`src/rtl/cla_slice_sequencer.sv`:
```
`default_nettype none
// ============================================================================
// Module      : cla_slice_sequencer
// Description : Multi-cycle WIDTH-bit adder. A single 4-bit propagate/generate
//               lookahead slice is stepped across the operands one nibble per
//               clock, LSB nibble first, carrying the group carry between steps
//               and assembling the result in a registered sum.
// Revision    : 1.0 - initial release
// ============================================================================
module cla_slice_sequencer #(
    parameter int WIDTH = 16
) (
    input  logic             clk,
    input  logic             rst_n,
    input  logic             start,
    input  logic [WIDTH-1:0] a,
    input  logic [WIDTH-1:0] b,
    input  logic             cin,
    output logic             busy,
    output logic             done,
    output logic [WIDTH-1:0] sum,
    output logic             cout,
    output logic             ovf
);

    // Number of nibble steps and width of the nibble index (at least one bit).
    localparam int c_NG    = WIDTH / 4;
    localparam int c_IDX_W = (c_NG > 1) ? $clog2(c_NG) : 1;
    localparam logic [c_IDX_W-1:0] c_LAST_IDX = c_IDX_W'(c_NG - 1);

    typedef enum logic [1:0] {
        ST_IDLE = 2'd0,
        ST_RUN  = 2'd1,
        ST_DONE = 2'd2
    } state_t;

    state_t             state_q,  state_d;
    logic [WIDTH-1:0]   a_q,      a_d;
    logic [WIDTH-1:0]   b_q,      b_d;
    logic               carry_q,  carry_d;
    logic [c_IDX_W-1:0] idx_q,    idx_d;
    logic [WIDTH-1:0]   sum_q,    sum_d;
    logic               cout_q,   cout_d;
    logic               ovf_q,    ovf_d;
    logic               busy_q,   busy_d;
    logic               done_q,   done_d;

    logic [c_IDX_W+1:0] w_sh;
    logic [3:0]         w_a_nib;
    logic [3:0]         w_b_nib;
    logic [3:0]         w_p;
    logic [3:0]         w_g;
    logic [4:0]         w_c;
    logic [3:0]         w_s;
    logic [WIDTH-1:0]   w_nib_mask;
    logic [WIDTH-1:0]   w_nib_sum;
    logic               w_last;

    // Slice datapath: select the current nibble and form P/G, lookahead carries and sum bits.
    always_comb begin
        w_sh    = {idx_q, 2'b00};
        w_a_nib = 4'(a_q >> w_sh);
        w_b_nib = 4'(b_q >> w_sh);
        w_p     = w_a_nib ^ w_b_nib;
        w_g     = w_a_nib & w_b_nib;
        w_c     = '0;
        w_c[0]  = carry_q;
        for (int i = 0; i < 4; i++) begin
            w_c[i+1] = w_g[i] | (w_p[i] & w_c[i]);
        end
        w_s        = w_p ^ w_c[3:0];
        w_nib_mask = WIDTH'(4'hF) << w_sh;
        w_nib_sum  = WIDTH'(w_s) << w_sh;
        w_last     = (idx_q == c_LAST_IDX);
    end

    // Next-state logic: accept in IDLE, one nibble per RUN cycle, one-cycle DONE.
    always_comb begin
        state_d = state_q;
        a_d     = a_q;
        b_d     = b_q;
        carry_d = carry_q;
        idx_d   = idx_q;
        sum_d   = sum_q;
        cout_d  = cout_q;
        ovf_d   = ovf_q;
        busy_d  = busy_q;
        done_d  = 1'b0;

        case (state_q)
            ST_IDLE: begin
                busy_d = 1'b0;
                if (start) begin
                    state_d = ST_RUN;
                    a_d     = a;
                    b_d     = b;
                    carry_d = cin;
                    idx_d   = '0;
                    sum_d   = '0;
                    cout_d  = 1'b0;
                    ovf_d   = 1'b0;
                    busy_d  = 1'b1;
                end
            end
            ST_RUN: begin
                sum_d   = (sum_q & ~w_nib_mask) | w_nib_sum;
                carry_d = w_c[4];
                if (w_last) begin
                    // Index holds at the last nibble; MSB carries give cout and overflow.
                    cout_d  = w_c[4];
                    ovf_d   = w_c[3] ^ w_c[4];
                    state_d = ST_DONE;
                    busy_d  = 1'b0;
                    done_d  = 1'b1;
                end else begin
                    idx_d = idx_q + 1'b1;
                end
            end
            ST_DONE: begin
                state_d = ST_IDLE;
                busy_d  = 1'b0;
            end
            default: begin
                state_d = ST_IDLE;
                busy_d  = 1'b0;
            end
        endcase
    end

    // State and output registers with asynchronous active-low clear.
    always_ff @(posedge clk or negedge rst_n) begin
        if (!rst_n) begin
            state_q <= ST_IDLE;
            a_q     <= '0;
            b_q     <= '0;
            carry_q <= 1'b0;
            idx_q   <= '0;
            sum_q   <= '0;
            cout_q  <= 1'b0;
            ovf_q   <= 1'b0;
            busy_q  <= 1'b0;
            done_q  <= 1'b0;
        end else begin
            state_q <= state_d;
            a_q     <= a_d;
            b_q     <= b_d;
            carry_q <= carry_d;
            idx_q   <= idx_d;
            sum_q   <= sum_d;
            cout_q  <= cout_d;
            ovf_q   <= ovf_d;
            busy_q  <= busy_d;
            done_q  <= done_d;
        end
    end

    assign busy = busy_q;
    assign done = done_q;
    assign sum  = sum_q;
    assign cout = cout_q;
    assign ovf  = ovf_q;

endmodule
`default_nettype wire

```
`config.mk`:
```
export PLATFORM = sky130hd
export DESIGN_NAME = cla_slice_sequencer
export DESIGN_NICKNAME = d
export VERILOG_FILES = /design/src/rtl/cla_slice_sequencer.sv
export SDC_FILE = /design/constraint.sdc
export NUM_CORES = 1
export LEC_CHECK = 0
export BUFFER_PORTS_ARGS = -buffer_cell sky130_fd_sc_hd__buf_4
export CORE_ASPECT_RATIO = 1.5
export CORE_MARGIN = 3
export CORE_UTILIZATION = 55
export CTS_BUF_LIST = sky130_fd_sc_hd__clkbuf_4 sky130_fd_sc_hd__clkbuf_8
export CTS_CLUSTER_DIAMETER = 40
export DETAILED_ROUTE_END_ITERATION = 10
export GPL_TIMING_DRIVEN = 1
export PLACE_DENSITY = 0.8
export SLEW_MARGIN = 20
export SYNTH_ARGS = -nofsm -noshare
export SYNTH_HDL_FRONTEND = slang
export SYNTH_SLANG_ARGS = --single-unit
```
`constraint.sdc`:
```
create_clock -name clk -period 3.8 [get_ports clk]
set_input_delay 0.38 -clock clk [delete_from_list [all_inputs] [get_ports clk]]
set_output_delay 0.38 -clock clk [all_outputs]
set_load 0.005 [all_outputs]
```
=== Word level (Yosys, flattened, before mapping) ===
Index checks and enable logic that the tools add are counted.

* Register bits after elaboration: 57
* Word-level logic and storage cells: 62

* Bitwise operators: 15
* Reduce and logical (&&, ||, !) cells: 7
* Eq/ne operators: 5
* $add $sub $neg: 1
* Shift-type cells: 4
* Multiplexer cells: 20

{| class="wikitable"
|+ Operators by type and width
! cell !! number
|-
| case mux 16 bit (2 select lines) || 1
|-
| right shift 16 x 4 -> 4 bit || 2
|-
| bitwise AND 16 bit || 1
|-
| 2-to-1 mux 16 bit || 1
|-
| NOT 16 bit || 1
|-
| OR 16 bit || 1
|-
| left shift 4 x 4 -> 16 bit || 1
|-
| left shift 4 x 4 -> 16 bit (first input constant) || 1
|-
| 2-to-1 mux 1 bit || 8
|-
| 2-to-1 mux 2 bit || 4
|-
| case mux 1 bit (2 select lines) || 4
|-
| case mux 2 bit (2 select lines) || 2
|-
| bitwise XOR 4 bit || 2
|-
| != test 2 bit (second input constant) || 3
|-
| AND reduction 2 bit || 3
|-
| AND reduction 3 bit || 2
|-
| bitwise AND 1 bit || 4
|-
| bitwise AND 4 bit || 1
|-
| OR 1 bit || 4
|-
| adder 2 x 1 -> 2 bit (second input constant) || 1
|-
| == test 2 x 1 -> 1 bit (second input constant) || 1
|-
| == test 2 bit (second input constant) || 1
|-
| logical NOT 2 bit || 1
|-
| nonzero test 2 bit || 1
|-
| bitwise XOR 1 bit || 1
|}

=== Depth between registers and ports, before layout ===
Gate-level depths: netlist (run 1).

* Word-level depth: 13
* Gate-level depth with buffers: 12
* Mapped depth without buffers: 10

=== Worst setup path after synthesis (run 1) ===
Ideal clock, no wire load.

* Kind: register -> register
* Start: register idx_q[0]
* End: register ovf_q, in the netlist ovf
* Setup time: 0.125 ns
* Cell stages (with the launch flop): 13
* Path slack: 0.815 ns
* Arrival: 2.861 ns
* Buffers on the path: 2
* Cells stage by stage: dfrtp_1 > clkbuf_2 > buf_6 > mux4_2 > fa_1 > inv_1 > fa_1 > fa_1 > inv_1 > fa_1 > xor2_1 > nor2_1 > mux2_2

* Longest elaborated chain between the ends: 13
* Elaborated cells between the ends (all ways): 18

{| class="wikitable"
|+ Ends and longest elaborated chain
! element !! RTL line !! text
|-
| start: declaration || 41 || <nowiki>logic [c_IDX_W-1:0] idx_q, idx_d;</nowiki>
|-
| start signal: assignment || 148 || <nowiki>idx_q <= idx_d;</nowiki>
|-
| right shift 16 x 4 -> 4 bit, on equally long branches || 62, 63 ||
|-
| bitwise XOR 4 bit || 64 || <nowiki>w_p = w_a_nib ^ w_b_nib;</nowiki>
|-
| bitwise AND 1 bit || 69 || <nowiki>w_c[i+1] = w_g[i] | (w_p[i] & w_c[i]);</nowiki>
|-
| OR 1 bit || 69 ||
|-
| bitwise AND 1 bit || 69 ||
|-
| OR 1 bit || 69 ||
|-
| bitwise AND 1 bit || 69 ||
|-
| OR 1 bit || 69 ||
|-
| bitwise AND 1 bit || 69 ||
|-
| OR 1 bit || 69 ||
|-
| bitwise XOR 1 bit || 111 || <nowiki>ovf_d = w_c[3] ^ w_c[4];</nowiki>
|-
| 2-to-1 mux 1 bit || 108 || <nowiki>if (w_last) begin</nowiki>
|-
| case mux 1 bit (2 select lines) || 90 || <nowiki>case (state_q)</nowiki>
|-
| end signal: assignment || 151 || <nowiki>ovf_q <= ovf_d;</nowiki>
|-
| end: declaration || 44 || <nowiki>logic ovf_q, ovf_d;</nowiki>
|}

Several ways; a longest one is shown, not always the timed one. The select of a mux whose other input is x is not followed.
A chain may end at the register's enable or synchronous reset.

=== Worst setup path in the final report (run 1) ===
Same ends and word-level chain as after synthesis.

==> results of run 1 <==
[registers in the layout, summed over array words and instances (netlist names)]
| name | count |
|---|---|
| sum | 16 |
| ovf | 1 |
| cout | 1 |
| b_q | 16 |
| carry_q | 1 |
| state_q | 2 |
| done | 1 |
| a_q | 16 |
| idx_q | 2 |
| busy | 1 |
[where the power goes]
part	leakage, uW	switching [uW]	total, uW	internal (uW)
combinational	0.000733	697	1490	794
sequential	0.000701	188	1080	892
clock	0.000123	237	696	460
total	0.00156	1120	3270	2150
[worst reg2reg max path: cells and delay by family (launching register included)]
| kind | cells | cell delay (ns) |
|---|---|---|
| XOR/XNOR | 1 | 0.15 |
| adder cells (fa/ha/maj) | 4 | 1.20 |
| buffers and inverters | 2 | 0.14 |
| flip-flops | 1 | 0.51 |
| multiplexers | 2 | 0.84 |
| AND/OR/NAND/NOR | 1 | 0.06 |
[how the worst min path moves through the flow]
| stage | start | end | slack, ns | depth (start not counted) |
|---|---|---|---|---|
| after global routing | rst_n | sum[0]$_DFFE_PN0P_ | 0.13 | 1 |
| final | rst_n | idx_q[0]$_DFFE_PN0P_ | 0.09 | 1 |
| after global placement | rst_n | state_q[0]$_DFFE_PN0P_ | 0.47 | 1 |
| after detailed placement | rst_n | state_q[1]$_DFFE_PN0P_ | 0.47 | 1 |
| after CTS | rst_n | sum[0]$_DFFE_PN0P_ | 0.11 | 1 |
| after floorplan | rst_n | a_q[0]$_DFFE_PN0P_ | 0.08 | 0 |
[kinds of logic after synthesis]
logic type	after synthesis	synth area share
flops	57	0.543
mux	42	0.221
compound gates	30	0.0909
simple gates	24	0.0538
buf+inv	17	0.0386
fa+ha+maj	8	0.0495
xor+xnor	1	0.00333
[per-layer routing]
layer	part of all wire	up-vias
met5	0	-
met4	0.022	0
met3	0.043	13
met2	0.53	57
met1	0.40	828
li1	-	783
[per-stage QoR]
step           hold slack, ns  std cells  cell area, um^2
5_1_grt                 0.132        309             3320
2_1_floorplan          0.0844        179             2630
6_report               0.0950        309             3320
4_1_cts                 0.112        309             3320
3_3_place_gp            0.466        293             3080
3_5_place_dp            0.475        293             3080
[cell type report]
type,instances,area [um^2],area share
Sequential cell,57,1430,0.429
Multi-Input combinational cell,105,1100,0.331
Clock buffer,11,145,0.0437
Timing Repair Buffer,58,435,0.131
Clock inverter,5,103,0.0309
Tap cell,64,80.1,0.0241
Inverter,9,33.8,0.0102
[cell usage after synthesis, drive strengths merged]
| cell type | number | share of area |
|---|---|---|
| nand3 | 4 | 0.0076 |
| nand3b | 1 | 0.0029 |
| clkbuf | 1 | 0.0019 |
| mux4 | 8 | 0.076 |
| and2 | 2 | 0.0048 |
| and4 | 1 | 0.0033 |
| a21o | 5 | 0.015 |
| nor2b | 2 | 0.0048 |
| a22o | 11 | 0.037 |
| nor3 | 4 | 0.0076 |
| mux2 | 34 | 0.15 |
| a31oi | 1 | 0.0024 |
| xor2 | 1 | 0.0033 |
| a22oi | 1 | 0.0029 |
| dfrtp | 57 | 0.54 |
| o21ai | 2 | 0.0038 |
| ha | 4 | 0.019 |
| nor2 | 2 | 0.0029 |
| nand2 | 4 | 0.0057 |
| buf | 7 | 0.024 |
| a21oi | 2 | 0.0038 |
| o2bb2ai | 8 | 0.027 |
| nand2b | 3 | 0.0071 |
| inv | 9 | 0.013 |
| fa | 4 | 0.030 |
| nor3b | 1 | 0.0071 |
==> run summary, run 1 <==
flops & latches, synth -> 57
post-cts resize count -> 0
count of clock tree sinks -> 57
required time of the critical path -> 4.03 ns
via density per instance -> 5.44
met2 global-route usage -> 0.339
Initial Util -> 0.574
die extent in y -> 90.7 um
wire length of the first global-routing pass -> 8700 um
top library cells by usage in the layout, fill and taps aside -> sky130_fd_sc_hd__buf_4 (58), sky130_fd_sc_hd__dfrtp_1 (57), sky130_fd_sc_hd__mux2_2 (33)
Final Total Pwr -> 3270 uW
post-CTS setup buffer count -> 0
summed negative setup slack over all endpoints -> 0 ns
mean area per synthesized cell -> 14.7 um^2
sequential share of the synthesized area -> 0.543
PwrDens -> 983 nW/um^2
total count of max-transition violations in the final report -> 0
DIE AREA -> 5660 um^2
Filler Cell Count -> 325
worst reg2reg setup slack -> 0.79 ns
R2R depth -> 10
clk_skew -> 0.00926 ns
synthesized netlist net count -> 223
count of buffers from port buffering -> 55
placement-stage worst setup slack -> 0.774 ns
final worst path period share -> 0.792
maximum clock insertion buffer count -> 2
met3 Track Usage GR -> 0.0448
fraction of the core area covered by cells at the end of the flow -> 0.726
leakage power summed over all cells -> 0.00156 uW
count of max-cap constraint violations -> 0
RR Startpoint -> idx_q[0]$_DFFE_PN0P_
Min Clock Period, post-route -> 3.01 ns
Synth Cell Area -> 2630 um^2
Post-route DRC -> 0
vias in the first global route -> 1795
worst setup path end -> ovf$_DFFE_PN0P_
clk_lat worst skew -> 0.34 ns
largest net degree at the start of global routing -> 58
run status -> completed
maximum vdd ir drop -> 0.533 mV
Num CTS Buffers -> 9
Post-CTS Hold Buffers -> 0
layer with the highest usage after global routing -> met2
global-route usage over all layers -> 0.203
total gr overflow -> 0
number of stages on the worst setup path -> 10
placed wire-length estimate after detailed placement -> 3660 um
most common cell after layout, fill and taps aside -> sky130_fd_sc_hd__buf_4
stage delay of the slowest cell on the critical path -> 0.58 ns
critical path endpoint category -> flop
final worst setup slack -> 0.789 ns
number of distinct library cells after synthesis -> 31
Post-DRT Antenna Nets -> 0
row count -> 30
DRT iter0 DRCs -> 106
post-DR wirelength/cell -> 16.4 um
clk slew on worst S/H paths -> 0.07 ns
CP most frequent cell -> sky130_fd_sc_hd__fa_1
Routed WL -> 5070 um
number of hold violations in the final report -> 0
standard cell core area -> 4580 um^2
chip width -> 62.5 um
crit path launch type -> flop
Diodes inserted -> 0
Min-Delay Path Class -> input port to async pin
Critical Setup Path Class -> flop to flop
critical path data arrival time -> 3.24 ns
routability congestion estimate -> 0.845
count of mapped cells out of synthesis -> 179
met1 track demand over resource in global routing -> 0.244
total of endpoints with negative setup slack in the final report -> 0
clock tree from TritonCTS -> yes
critical path cell sequence -> mux4_2 -> fa_1 -> inv_1 -> fa_1 -> fa_1 -> inv_1 -> fa_1 -> xor2_1 -> nor2_1 -> mux2_2
buffers plus inverters on the worst setup path -> 2
detailed-route via count -> 1681
slew of the pin with the lowest slew margin -> 0.684 ns
initial antenna violation count -> 0
slew margin rel. -> 0.544
proportion of layout cells with a drive suffix above 1 -> 0.457
num ports -> 56
number of H-tree levels -> 3
RSZ-0062 raised after global routing -> false
final layout net count -> 284
endpoint of the lowest-slack register-to-register path -> ovf$_DFFE_PN0P_
family with the most delay on the worst path -> adder cells
clock root buffer -> sky130_fd_sc_hd__clkbuf_8
Fmax -> 332 MHz
largest driver fanout on the critical path -> 6
signed area change from the synthesized netlist to the final layout -> 26.5%
count of yosys warnings during synthesis -> 0
cell at the slowest stage of the critical path -> sky130_fd_sc_hd__mux4_2
startpoint of the worst setup timing path -> idx_q[0]$_DFFE_PN0P_
number of search-and-repair iterations in the first detailed-routing pass -> 4
Note: power is estimated with default switching activity, not from simulation.
==> run 2, diff against run 1 <==
==> constraint.sdc (replaced) <==
create_clock -name clk -period 3.1 [get_ports clk]
set_input_delay 0.31 -clock clk [delete_from_list [all_inputs] [get_ports clk]]
set_output_delay 0.31 -clock clk [all_outputs]
set_load 0.005 [all_outputs]
==> run 2 against run 1 <==
  * Count of clock-buffer cells in the layout up 1
  * Die area is the same
  * Register-to-register slack lost 0.56 ns
  * Critical path type unchanged
  * Highest routed layer unchanged
==> run summary, run 2 (synthesis gave the netlist of run 1 again) <==
initial antenna violation count -> 0
CP most frequent cell -> sky130_fd_sc_hd__fa_1
RR Startpoint -> idx_q[0]$_DFFE_PN0P_
count of buffers from port buffering -> 55
met3 Track Usage GR -> 0.0573
Final Total Pwr -> 3900 uW
Filler Cell Count -> 350
post-DR wirelength/cell -> 17.3 um
Fmax -> 349 MHz
total gr overflow -> 0
clock tree from TritonCTS -> yes
DIE AREA -> 5660 um^2
standard cell core area -> 4580 um^2
clock root buffer -> sky130_fd_sc_hd__clkbuf_8
final worst setup slack -> 0.232 ns
placed wire-length estimate after detailed placement -> 3900 um
critical path cell sequence -> mux4_2 -> fa_1 -> inv_1 -> fa_1 -> fa_1 -> inv_1 -> fa_1 -> xor2_1 -> nor2_1 -> mux2_2
summed negative setup slack over all endpoints -> 0 ns
top library cells by usage in the layout, fill and taps aside -> sky130_fd_sc_hd__buf_4 (60), sky130_fd_sc_hd__dfrtp_1 (57), sky130_fd_sc_hd__mux2_2 (33)
detailed-route via count -> 1701
clk_lat worst skew -> 0.33 ns
Post-CTS Hold Buffers -> 0
leakage power summed over all cells -> 0.00155 uW
most common cell after layout, fill and taps aside -> sky130_fd_sc_hd__buf_4
stage delay of the slowest cell on the critical path -> 0.54 ns
required time of the critical path -> 3.32 ns
critical path endpoint category -> flop
Num CTS Buffers -> 9
slew margin rel. -> 0.548
met1 track demand over resource in global routing -> 0.241
clk slew on worst S/H paths -> 0.07 ns
chip width -> 62.5 um
cell at the slowest stage of the critical path -> sky130_fd_sc_hd__mux4_2
routability congestion estimate -> 0.845
DRT iter0 DRCs -> 75
fraction of the core area covered by cells at the end of the flow -> 0.719
Critical Setup Path Class -> flop to flop
maximum vdd ir drop -> 0.625 mV
startpoint of the worst setup timing path -> idx_q[0]$_DFFE_PN0P_
total count of max-transition violations in the final report -> 0
PwrDens -> 1190 nW/um^2
vias in the first global route -> 1882
post-cts resize count -> 0
number of H-tree levels -> 3
count of max-cap constraint violations -> 0
Post-route DRC -> 0
number of hold violations in the final report -> 0
final layout net count -> 286
clk_skew -> 0.00685 ns
final worst path period share -> 0.925
num ports -> 56
Routed WL -> 5350 um
slew of the pin with the lowest slew margin -> 0.679 ns
total of endpoints with negative setup slack in the final report -> 0
die extent in y -> 90.7 um
RSZ-0062 raised after global routing -> false
layer with the highest usage after global routing -> met2
post-CTS setup buffer count -> 0
Initial Util -> 0.574
run status -> completed
placement-stage worst setup slack -> 0.234 ns
proportion of layout cells with a drive suffix above 1 -> 0.459
largest net degree at the start of global routing -> 58
signed area change from the synthesized netlist to the final layout -> 25.2%
wire length of the first global-routing pass -> 9140 um
maximum clock insertion buffer count -> 2
via density per instance -> 5.49
Post-DRT Antenna Nets -> 0
Diodes inserted -> 0
largest driver fanout on the critical path -> 4
Min Clock Period, post-route -> 2.87 ns
count of clock tree sinks -> 57
met2 global-route usage -> 0.368
critical path data arrival time -> 3.08 ns
crit path launch type -> flop
Min-Delay Path Class -> input port to async pin
row count -> 30
number of search-and-repair iterations in the first detailed-routing pass -> 4
global-route usage over all layers -> 0.211
run 2: changes by cell type in the layout (fill, tap and decap cells not counted), sizes merged:
cell / change
buf: +2
bufinv: -2
clkinv: +1
clkbuf: +1
clkinvlp: -1
run 2: final cells by class:
type	count	area [um^2]	area share
Clock buffer	12	159	0.0483
Multi-Input combinational cell	105	1100	0.335
Timing Repair Buffer	60	450	0.137
Clock inverter	3	40.0	0.0122
Tap cell	64	80.1	0.0243
Inverter	9	33.8	0.0103
Sequential cell	57	1430	0.433
run 2: final timing paths:
check                                           end  slack (ns)  depth (start not counted)
worst max-delay path                ovf$_DFFE_PN0P_        0.23                         10
worst max register to register      ovf$_DFFE_PN0P_        0.23                         10
worst min-delay path                ovf$_DFFE_PN0P_        0.03                          1
max in group asynchronous       b_q[12]$_DFFE_PN0P_        2.63                          1
worst min register to register   sum[9]$_DFFE_PN0P_        0.49                          1
min in group clk                 a_q[8]$_DFFE_PN0P_        0.20                          2
run 2: where the power goes:
group	internal, uW	leakage (uW)	switching (uW)	total [uW]
combinational	992	0.000743	891	1880
clock	417	0.000106	280	697
sequential	1090	0.000701	225	1320
run 2: metrics by stage:
stage          instances  area (um^2)  hold slack, ns
5_1_grt              310         3290          0.0698
4_1_cts              310         3290          0.0495
3_3_place_gp         295         3090           0.398
2_1_floorplan        179         2630          0.0144
3_5_place_dp         295         3090           0.402
6_report             310         3290          0.0302
run 2: worst max-delay path, delay by kind of cell, from the launching register on:
| kind | cells | cell delay (ns) |
|---|---|---|
| xor gates and xnor gates | 1 | 0.15 |
| and+or+nand+nor | 1 | 0.05 |
| adders and majority gates | 4 | 1.20 |
| buffers and inverters | 2 | 0.14 |
| DFF | 1 | 0.43 |
| muxes | 2 | 0.79 |
run 2: layer usage:
layer,part of all wire,vias up
met5,0,-
met4,0.020,0
met3,0.046,9
met2,0.55,63
met1,0.39,845
li1,-,784
